**config.mk**
```make
export PLATFORM = sky130hd
export DESIGN_NAME = phy_tx_scheduler
export DESIGN_NICKNAME = d
export VERILOG_FILES = /design/src/rtl/phy_tx_scheduler.sv
export SDC_FILE = /design/constraint.sdc
export NUM_CORES = 1
export LEC_CHECK = 0
export ABC_AREA = 0
export CORE_MARGIN = 3
export CORE_UTILIZATION = 40
export DETAILED_ROUTE_END_ITERATION = 12
export GPL_TIMING_DRIVEN = 0
export MAX_ROUTING_LAYER = met4
export SLEW_MARGIN = 10
export SYNTH_ARGS = -nofsm -noshare
export SYNTH_HDL_FRONTEND = slang
export SYNTH_SLANG_ARGS = --single-unit
export TNS_END_PERCENT = 20
```
**constraint.sdc**
```tcl
create_clock -name clk -period 3.9 [get_ports clk]
set_clock_uncertainty 0.15 [all_clocks]
set_input_delay 0.78 -clock clk [delete_from_list [all_inputs] [get_ports clk]]
set_output_delay 0.78 -clock clk [all_outputs]
set_load 0.05 [all_outputs]
```
**src/rtl/phy_tx_scheduler.sv**
```systemverilog
// Round-robin arbiter sharing one 802.11a PHY transmit path between a data and a management source.
// Validates RATE, issues tx_request, streams bits paced by phy_ready, then enforces an inter-frame gap.
module phy_tx_scheduler #(
  parameter int LEN_W         = 12,
  parameter int IFS_CYCLES    = 16,
  parameter int READY_TIMEOUT = 1023
) (
  input  logic             clk,
  input  logic             rst,
  input  logic             req0,
  input  logic             req1,
  input  logic [3:0]       rate0,
  input  logic [3:0]       rate1,
  input  logic [LEN_W-1:0] len0,
  input  logic [LEN_W-1:0] len1,
  input  logic             data0,
  input  logic             data1,
  output logic             pop0,
  output logic             pop1,
  output logic             gnt0,
  output logic             gnt1,
  output logic             done0,
  output logic             done1,
  output logic             err0,
  output logic             err1,
  output logic             phy_tx_request,
  output logic [3:0]       phy_rate,
  input  logic             phy_ready,
  output logic             phy_in,
  output logic             phy_run,
  output logic             busy
);

  localparam int CNT_MAX = (READY_TIMEOUT > IFS_CYCLES) ? READY_TIMEOUT : IFS_CYCLES;
  localparam int CW      = $clog2(CNT_MAX + 1);

  typedef enum logic [2:0] {
    IDLE,
    GRANT,
    REQ,
    WAIT_RDY,
    STREAM,
    GAP
  } state_t;

  state_t           state;
  logic             sel;
  logic             prio;
  logic [3:0]       rate_q;
  logic [LEN_W-1:0] len_q;
  logic [LEN_W-1:0] bit_cnt;
  logic [CW-1:0]    cnt;
  logic             done_q0;
  logic             done_q1;
  logic             win;
  logic             rate_ok;
  logic             stream_go;
  logic             last_bit;

  always_comb begin
    rate_ok = 1'b0;
    case (rate_q)
      4'b1101, 4'b1111, 4'b0101, 4'b0111,
      4'b1001, 4'b1011, 4'b0001, 4'b0011: rate_ok = 1'b1;
      default:                            rate_ok = 1'b0;
    endcase
  end

  // prio names the source favoured when both request; it flips to the loser on every grant
  assign win       = (req0 && req1) ? prio : req1;
  assign stream_go = (state == STREAM) && phy_ready;
  assign last_bit  = stream_go && (bit_cnt == len_q - LEN_W'(1));

  assign phy_run = stream_go;
  assign phy_in  = stream_go & (sel ? data1 : data0);
  assign pop0    = stream_go & ~sel;
  assign pop1    = stream_go & sel;
  assign done0   = done_q0 | (last_bit & ~sel);
  assign done1   = done_q1 | (last_bit & sel);
  assign busy    = (state != IDLE);

  always_ff @(posedge clk or negedge rst) begin
    if (!rst) begin
      state          <= IDLE;
      sel            <= 1'b0;
      prio           <= 1'b0;
      rate_q         <= '0;
      len_q          <= '0;
      bit_cnt        <= '0;
      cnt            <= '0;
      gnt0           <= 1'b0;
      gnt1           <= 1'b0;
      done_q0        <= 1'b0;
      done_q1        <= 1'b0;
      err0           <= 1'b0;
      err1           <= 1'b0;
      phy_tx_request <= 1'b0;
      phy_rate       <= '0;
    end else begin
      phy_tx_request <= 1'b0;
      done_q0        <= 1'b0;
      done_q1        <= 1'b0;
      err0           <= 1'b0;
      err1           <= 1'b0;
      case (state)
        IDLE: begin
          if (req0 || req1) begin
            sel    <= win;
            prio   <= ~win;
            gnt0   <= ~win;
            gnt1   <= win;
            rate_q <= win ? rate1 : rate0;
            len_q  <= win ? len1 : len0;
            state  <= GRANT;
          end
        end
        GRANT: begin
          if (!rate_ok) begin
            err0  <= ~sel;
            err1  <= sel;
            gnt0  <= 1'b0;
            gnt1  <= 1'b0;
            cnt   <= '0;
            state <= GAP;
          end else if (len_q == '0) begin
            done_q0 <= ~sel;
            done_q1 <= sel;
            gnt0    <= 1'b0;
            gnt1    <= 1'b0;
            cnt     <= '0;
            state   <= GAP;
          end else begin
            phy_tx_request <= 1'b1;
            phy_rate       <= rate_q;
            state          <= REQ;
          end
        end
        REQ: begin
          cnt   <= '0;
          state <= WAIT_RDY;
        end
        WAIT_RDY: begin
          if (phy_ready) begin
            bit_cnt <= '0;
            state   <= STREAM;
          end else if (cnt == CW'(READY_TIMEOUT - 1)) begin
            err0     <= ~sel;
            err1     <= sel;
            gnt0     <= 1'b0;
            gnt1     <= 1'b0;
            phy_rate <= '0;
            cnt      <= '0;
            state    <= GAP;
          end else begin
            cnt <= cnt + CW'(1);
          end
        end
        STREAM: begin
          if (last_bit) begin
            gnt0     <= 1'b0;
            gnt1     <= 1'b0;
            phy_rate <= '0;
            cnt      <= '0;
            state    <= GAP;
          end else if (stream_go) begin
            bit_cnt <= bit_cnt + LEN_W'(1);
          end
        end
        GAP: begin
          if (cnt == CW'(IFS_CYCLES - 1)) begin
            state <= IDLE;
          end else begin
            cnt <= cnt + CW'(1);
          end
        end
        default: state <= IDLE;
      endcase
    end
  end

endmodule
```
* Word-level counts from Yosys, hierarchy flattened
Memories as Yosys holds them, arrays and structs flattened.
Index checks and enable logic that the tools add are counted.
** Operators by class
- Magnitude comparators :: 0
- Equality and inequality tests :: 21
- Shift-type cells :: 0
- Bitwise logic cells :: 9
- Reductions and logical operators :: 17
- Add/sub/neg operators :: 3
- Multipliers :: 0
- Multiplexer cells :: 55
- Div/mod/pow operators :: 0
** Operators by type and width (count)
- 2-to-1 mux 10 bit :: 6
- case mux 10 bit (5 select lines) :: 1
- 2-to-1 mux 12 bit :: 4
- 2-to-1 mux 1 bit :: 24
- 2-to-1 mux 4 bit :: 6
- case mux 12 bit (2 select lines) :: 1
- inequality test 2 bit, second input constant :: 11
- 2-to-1 mux 3 bit :: 7
- case mux 3 bit (6 select lines) :: 1
- adder 12 x 1 -> 12 bit, second input constant :: 1
- equality test 12 bit :: 1
- logical NOT 12 bit :: 1
- case mux 4 bit (3 select lines) :: 1
- AND reduction 6 bit :: 2
- subtractor 12 x 1 -> 12 bit, second input constant :: 1
- adder 10 x 1 -> 10 bit, second input constant :: 1
- equality test 10 bit, second input constant :: 1
- equality test 10 x 4 -> 1 bit, second input constant :: 1
- case mux 1 bit (4 select lines) :: 2
- AND reduction 4 bit :: 2
- equality test 3 x 2 -> 1 bit, second input constant :: 2
- equality test 3 bit, second input constant :: 2
- inequality test 3 bit, second input constant :: 2
- nonzero test 3 bit :: 2
- 13 further kinds :: 22
** Storage, ports and cells
- Memory bits (read-only) :: 16
- Bits in registers :: 54
- Output and inout bits :: 16
- Bits in writable memories :: 0
- Memories :: 1
- Word-level logic and storage cells :: 121
- Bits of input ports :: 39
- Latch bits :: 0
** Memories
- (no name shown) :: depth 16, width 1, rd ports 1, clocked after memory_dff 0, write ports 0, line 62 : case (rate_q)

* Longest topological paths before layout
Gate-level depths: netlist (run 1).
- Word-level depth :: 5
- Depth in mapped cells :: 11
- Gate-level depth less buffers :: 10

* Worst setup path after synthesis (run 1)
OpenSTA, ideal clock, no wires.
- Kind :: register to output
- Start :: register len_q[3]
- End :: output done0
- Data required time :: 2970 ps
- Data arrival time :: 3174 ps
- Stages on the path, launching flop included :: 8
- Path buffers :: 1
- Path slack :: -204 ps
- Cell sequence :: dfrtp_1 -> buf_6 -> or4_4 -> or4_4 -> a211oi_2 -> nand4_1 -> or4_2 -> o21bai_1
** On the way
- Word-level cells in the longest chain between the ends :: 5
** Ends and longest elaborated chain
- from (decl) :: line 50 : logic [LEN_W-1:0] len_q;
- from (signal assigned) :: line 113 : len_q <= win ? len1 : len0;
- subtractor 12 x 1 -> 12 bit :: line 72 : assign last_bit = stream_go && (bit_cnt == len_q - LEN_W'(1));
- equality test 12 bit :: line 72
- logical AND 1 bit :: line 72
- bitwise AND 1 bit :: line 78 : assign done0 = done_q0 | (last_bit & ~sel);
- OR 1 bit :: line 78
- to (decl) :: line 22 : output logic done0,
No other way between the ends.

* Final worst setup path (run 1)
- Start :: register len_q[5]
- End :: output done0
Same word-level chain as after synthesis.

==> impl_results.md, run 1 <==
* Clock transition at the registers of the reported paths at ~0.10 ns
* CP cell instances: or4_4 > or4_4 > a211oi_2 > nand4_1 > or4_4 > o21bai_2 > buf_6
* WP data arrival at between 3 and 4 ns
* 1st-pass router iterations at 4
* Wirelength per Cell at 15.6 um
* Sequential fraction of the synthesis area at between 40% and 50%
* Setup TNS at -0.495 ns
* Final number of setup-violating endpoints at 13
* Initial antenna violation count at 0
* Synth Instances at between 300 and 400
* Most frequent CP cell: or4_4
* Critical path required time at a little under 3 ns
* DRT antenna net count at 0
* Final worst setup slack at -0.138 ns
* CTS tree: built
* Via/cell ratio at around 5.5
* Critical-path top delay cell: or4_4
* Hold Crit Class: input pin to asynchronous set/reset pin
* CP Buf/Inv Count at 1
* CTS Buf Count at 5
* Internal reg-to-reg setup slack at -0.13 ns
* Fin. max-slew vios at 0
* First-pass GRT wire length at 14100 um
* Final period util at 104%
* WS Path Type: flop to primary output
* Largest net degree at the start of global routing at 31
* Top_reg_cell synth: dfrtp_1
* Full die area at just under 9000 um^2
* Hold buffer count at cts at 0
* Top cell family by delay on the critical path: simple AND/OR/NAND/NOR gates
* Worst IR Drop VDD at 413 uV
* Die Y at 94.6 um
* RD Place Congestion at a little under 0.9
* Post-layout net count at a little under 500
* Crit start category: flop
* I/O pin cnt at 55
* Post-synth EDFFs at 0
* Crit end category: primary output
* IO buf count at 53
* Yosys reg bits at 54
* Number of global-route vias before repair at about 2900
* Run status: finished, violations left
* H-tree depth at 2
* Clk sinks at 54
* Wirelength, routed at between 8000 and 9000 um
* Depth of the most critical reg-to-reg path at 15
* LEAKAGE at about 1.8 nW
* Slew Limit Headroom at ~48%
* DRT iter0 DRCs at 90
* Reg-to-reg endpoint: cnt[9]
* Clk Latency, worst-skew pair at approximately 0.32 ns
* Ys Warns at 0
* Fin crit period at 4.04 ns
* DR DRC count at 0
* Post-Syn Area per Cell at approximately 9 um^2
* Initial core utilization at about 42%
* Gr ovfl total at 0
* FILL cells at between 700 and 800
* Distinct cells, synth at 52
* PD cells at 712 nW/um^2
* CP max stage delay at approximately 0.56 ns
* Site row count at 31
* Max Cap Viol at 0
* Core area at roughly 7400 um^2
* Slew @ Worst Pin at 0.779 ns
* Reg-to-reg critical path startpoint: len_q[5]
* Final HPWL DP at 6060 um
* Mapped Nets at 399
* Multi-input gate area at roughly 1800 um^2
* Failing checks: setup timing
* Via Count at between 2000 and 3000
* Area occupied by registers at approximately 1400 um^2
* Die width at 94.6 um
* Mapped cell area at around 3100 um^2
* Max Fanout on Critical Path at 3
* Final Power at 0.00301 W
* Longest Clk Path Bufs at 2
* CTS root buffer: clkbuf_8
* RSZ-0062 raised after global routing: yes
* Synth-to-Final Area Change at 34.9%
* F_max at between 200 and 250 MHz
* Number of inserted diodes at 0
* GRT Overall Usage at 20.5%
* Asr flop ratio synth at 100%
* Final Hold Viols at 0
* Fraction of layout cells with a size suffix above 1 at about 15%
## synth_stat cells (all sizes together), types with 2 or more instances
master / n / area share (%)
dfrtp: 54 / 43
nand2: 43 / 5.1
o21ai: 33 / 5.3
nor2: 22 / 2.6
nand3: 19 / 3.0
a21oi: 18 / 2.9
a22oi: 16 / 3.8
clkbuf: 12 / 1.5
xnor2: 11 / 3.1
a31oi: 10 / 2.0
inv: 10 / 1.2
nor3: 9 / 1.4
or4: 9 / 2.5
nor4: 8 / 1.6
nor2b: 6 / 1.2
or3: 6 / 1.2
a22o: 5 / 1.4
buf: 5 / 1.2
ha: 5 / 2.0
o21a: 5 / 1.2
o31ai: 5 / 1.4
nand2b: 4 / 0.80
nand4: 4 / 0.80
xor2: 4 / 1.1
and2: 3 / 0.60
and3: 3 / 0.60
mux2i: 3 / 0.96
a211oi: 2 / 0.64
a21boi: 2 / 0.48
a21o: 2 / 0.48
a31o: 2 / 0.56
nor4b: 2 / 0.76
o211ai: 2 / 0.48
o21bai: 2 / 0.48
## how the worst max path moves through the flow
stage	endpoint	slack [ns]	cells past startpoint	from
final	done0	-0.14	7	len_q[5]
after global placement	done0	-0.65	8	len_q[2]
after detailed placement	done1	-0.65	8	len_q[2]
after floorplan	done0	-0.20	7	len_q[3]
after global routing	bit_cnt[9]	-0.23	20	len_q[5]
after CTS	done0	-0.16	7	len_q[5]
## final cells by class
| class | instances | area share [%] |
|---|---|---|
| Timing Repair Buffer | 81 | 17.7 |
| Clock inverter | 3 | 1.62 |
| Buffer | 16 | 1.95 |
| Clock buffer | 5 | 1.62 |
| Sequential cell | 54 | 32.0 |
| Tap cell | 99 | 2.92 |
| Multi-Input combinational cell | 274 | 41.3 |
| Inverter | 10 | 0.886 |
## per-stage QoR
| stage | cell area [um^2] | utilization, % | std cells | hold WS [ns] | worst slack [ns] |
|---|---|---|---|---|---|
| after floorplan | 3140 | - | 355 | 0.300 | -0.204 |
| after global placement | 3790 | 51.0 | 507 | 0.311 | -0.649 |
| after detailed placement | 3810 | 51.2 | 508 | 0.324 | -0.646 |
| after CTS | 4170 | 55.9 | 541 | 0.322 | -0.155 |
| after global routing | 4240 | 56.9 | 542 | 0.348 | -0.231 |
| final | 4240 | 56.9 | 542 | 0.298 | -0.138 |
## power breakdown
part           switching, W  internal [W]
Clock              0.000195      0.000257
Sequential         0.000156      0.000738
Combinational      0.000992      0.000677
## cells in the final DEF (no fill, tap or decap), types with 11 or more instances in the layout
cell / n
clkdlybuf4s50_1: 50
a21oi_1: 17
dfrtp_1: 51
nand2_1: 42
nand3_1: 18
a22oi_1: 16
xnor2_1: 11
clkbuf_1: 11
buf_4: 26
o21ai_0: 31
nor2_1: 22
## kinds of logic (layout without fill, tap and decap cells)
| group | count (synthesis) | count (layout) | synth area share, % |
|---|---|---|---|
| AND/OR/NAND/NOR | 142 | 142 | 23.4 |
| multiplexers | 3 | 3 | 0.956 |
| XOR/XNOR | 15 | 15 | 4.18 |
| flip-flops | 54 | 54 | 43.0 |
| buffers and inverters | 27 | 115 | 3.86 |
| AO/OA/AOI/OAI | 109 | 109 | 22.5 |
| adder cells (fa/ha/maj) | 5 | 5 | 1.99 |
## routing by layer
layer	track usage, %	vias to the layer above	wire (um)
li1	-	1484	-
met1	27.7	1419	4140
met2	31.9	79	3860
met3	3.59	9	382
met4	5.05	0	88
met5	-	-	0
## worst register-to-register path, stage by stage, from the launching register on
cell      delay (ns)
dfrtp_2         0.42
or4_4           0.54
or4_4           0.49
a211oi_2        0.23
nand4_1         0.17
buf_4           0.17
buf_4           0.12
buf_4           0.12
buf_4           0.12
buf_4           0.12
buf_4           0.12
buf_4           0.12
buf_4           0.12
or4_4           0.51
a2111o_1        0.38
nand3_1         0.08
## state kept, by name, indices dropped and copies added (netlist names), 3 cells and up
signal    count
cnt          10
state         3
len_q        12
bit_cnt      12
phy_rate      4
rate_q        4
## repair_timing
| action | CTS | global route |
|---|---|---|
| endpoints found under the setup margin | 2 | 30 |
| buffers inserted | 26 | 0 |
| resized for setup | 21 | 12 |
| gates cloned | 0 | 1 |
| pin swaps | 7 | 2 |
(Power assumes the default switching activity.)
==> run 2, diff against run 1 <==
CTS_CLUSTER_DIAMETER = 80   (was not set)
==> results of run 2 <==
No change in the layout: final DEF, timing and power equal those of run 1.
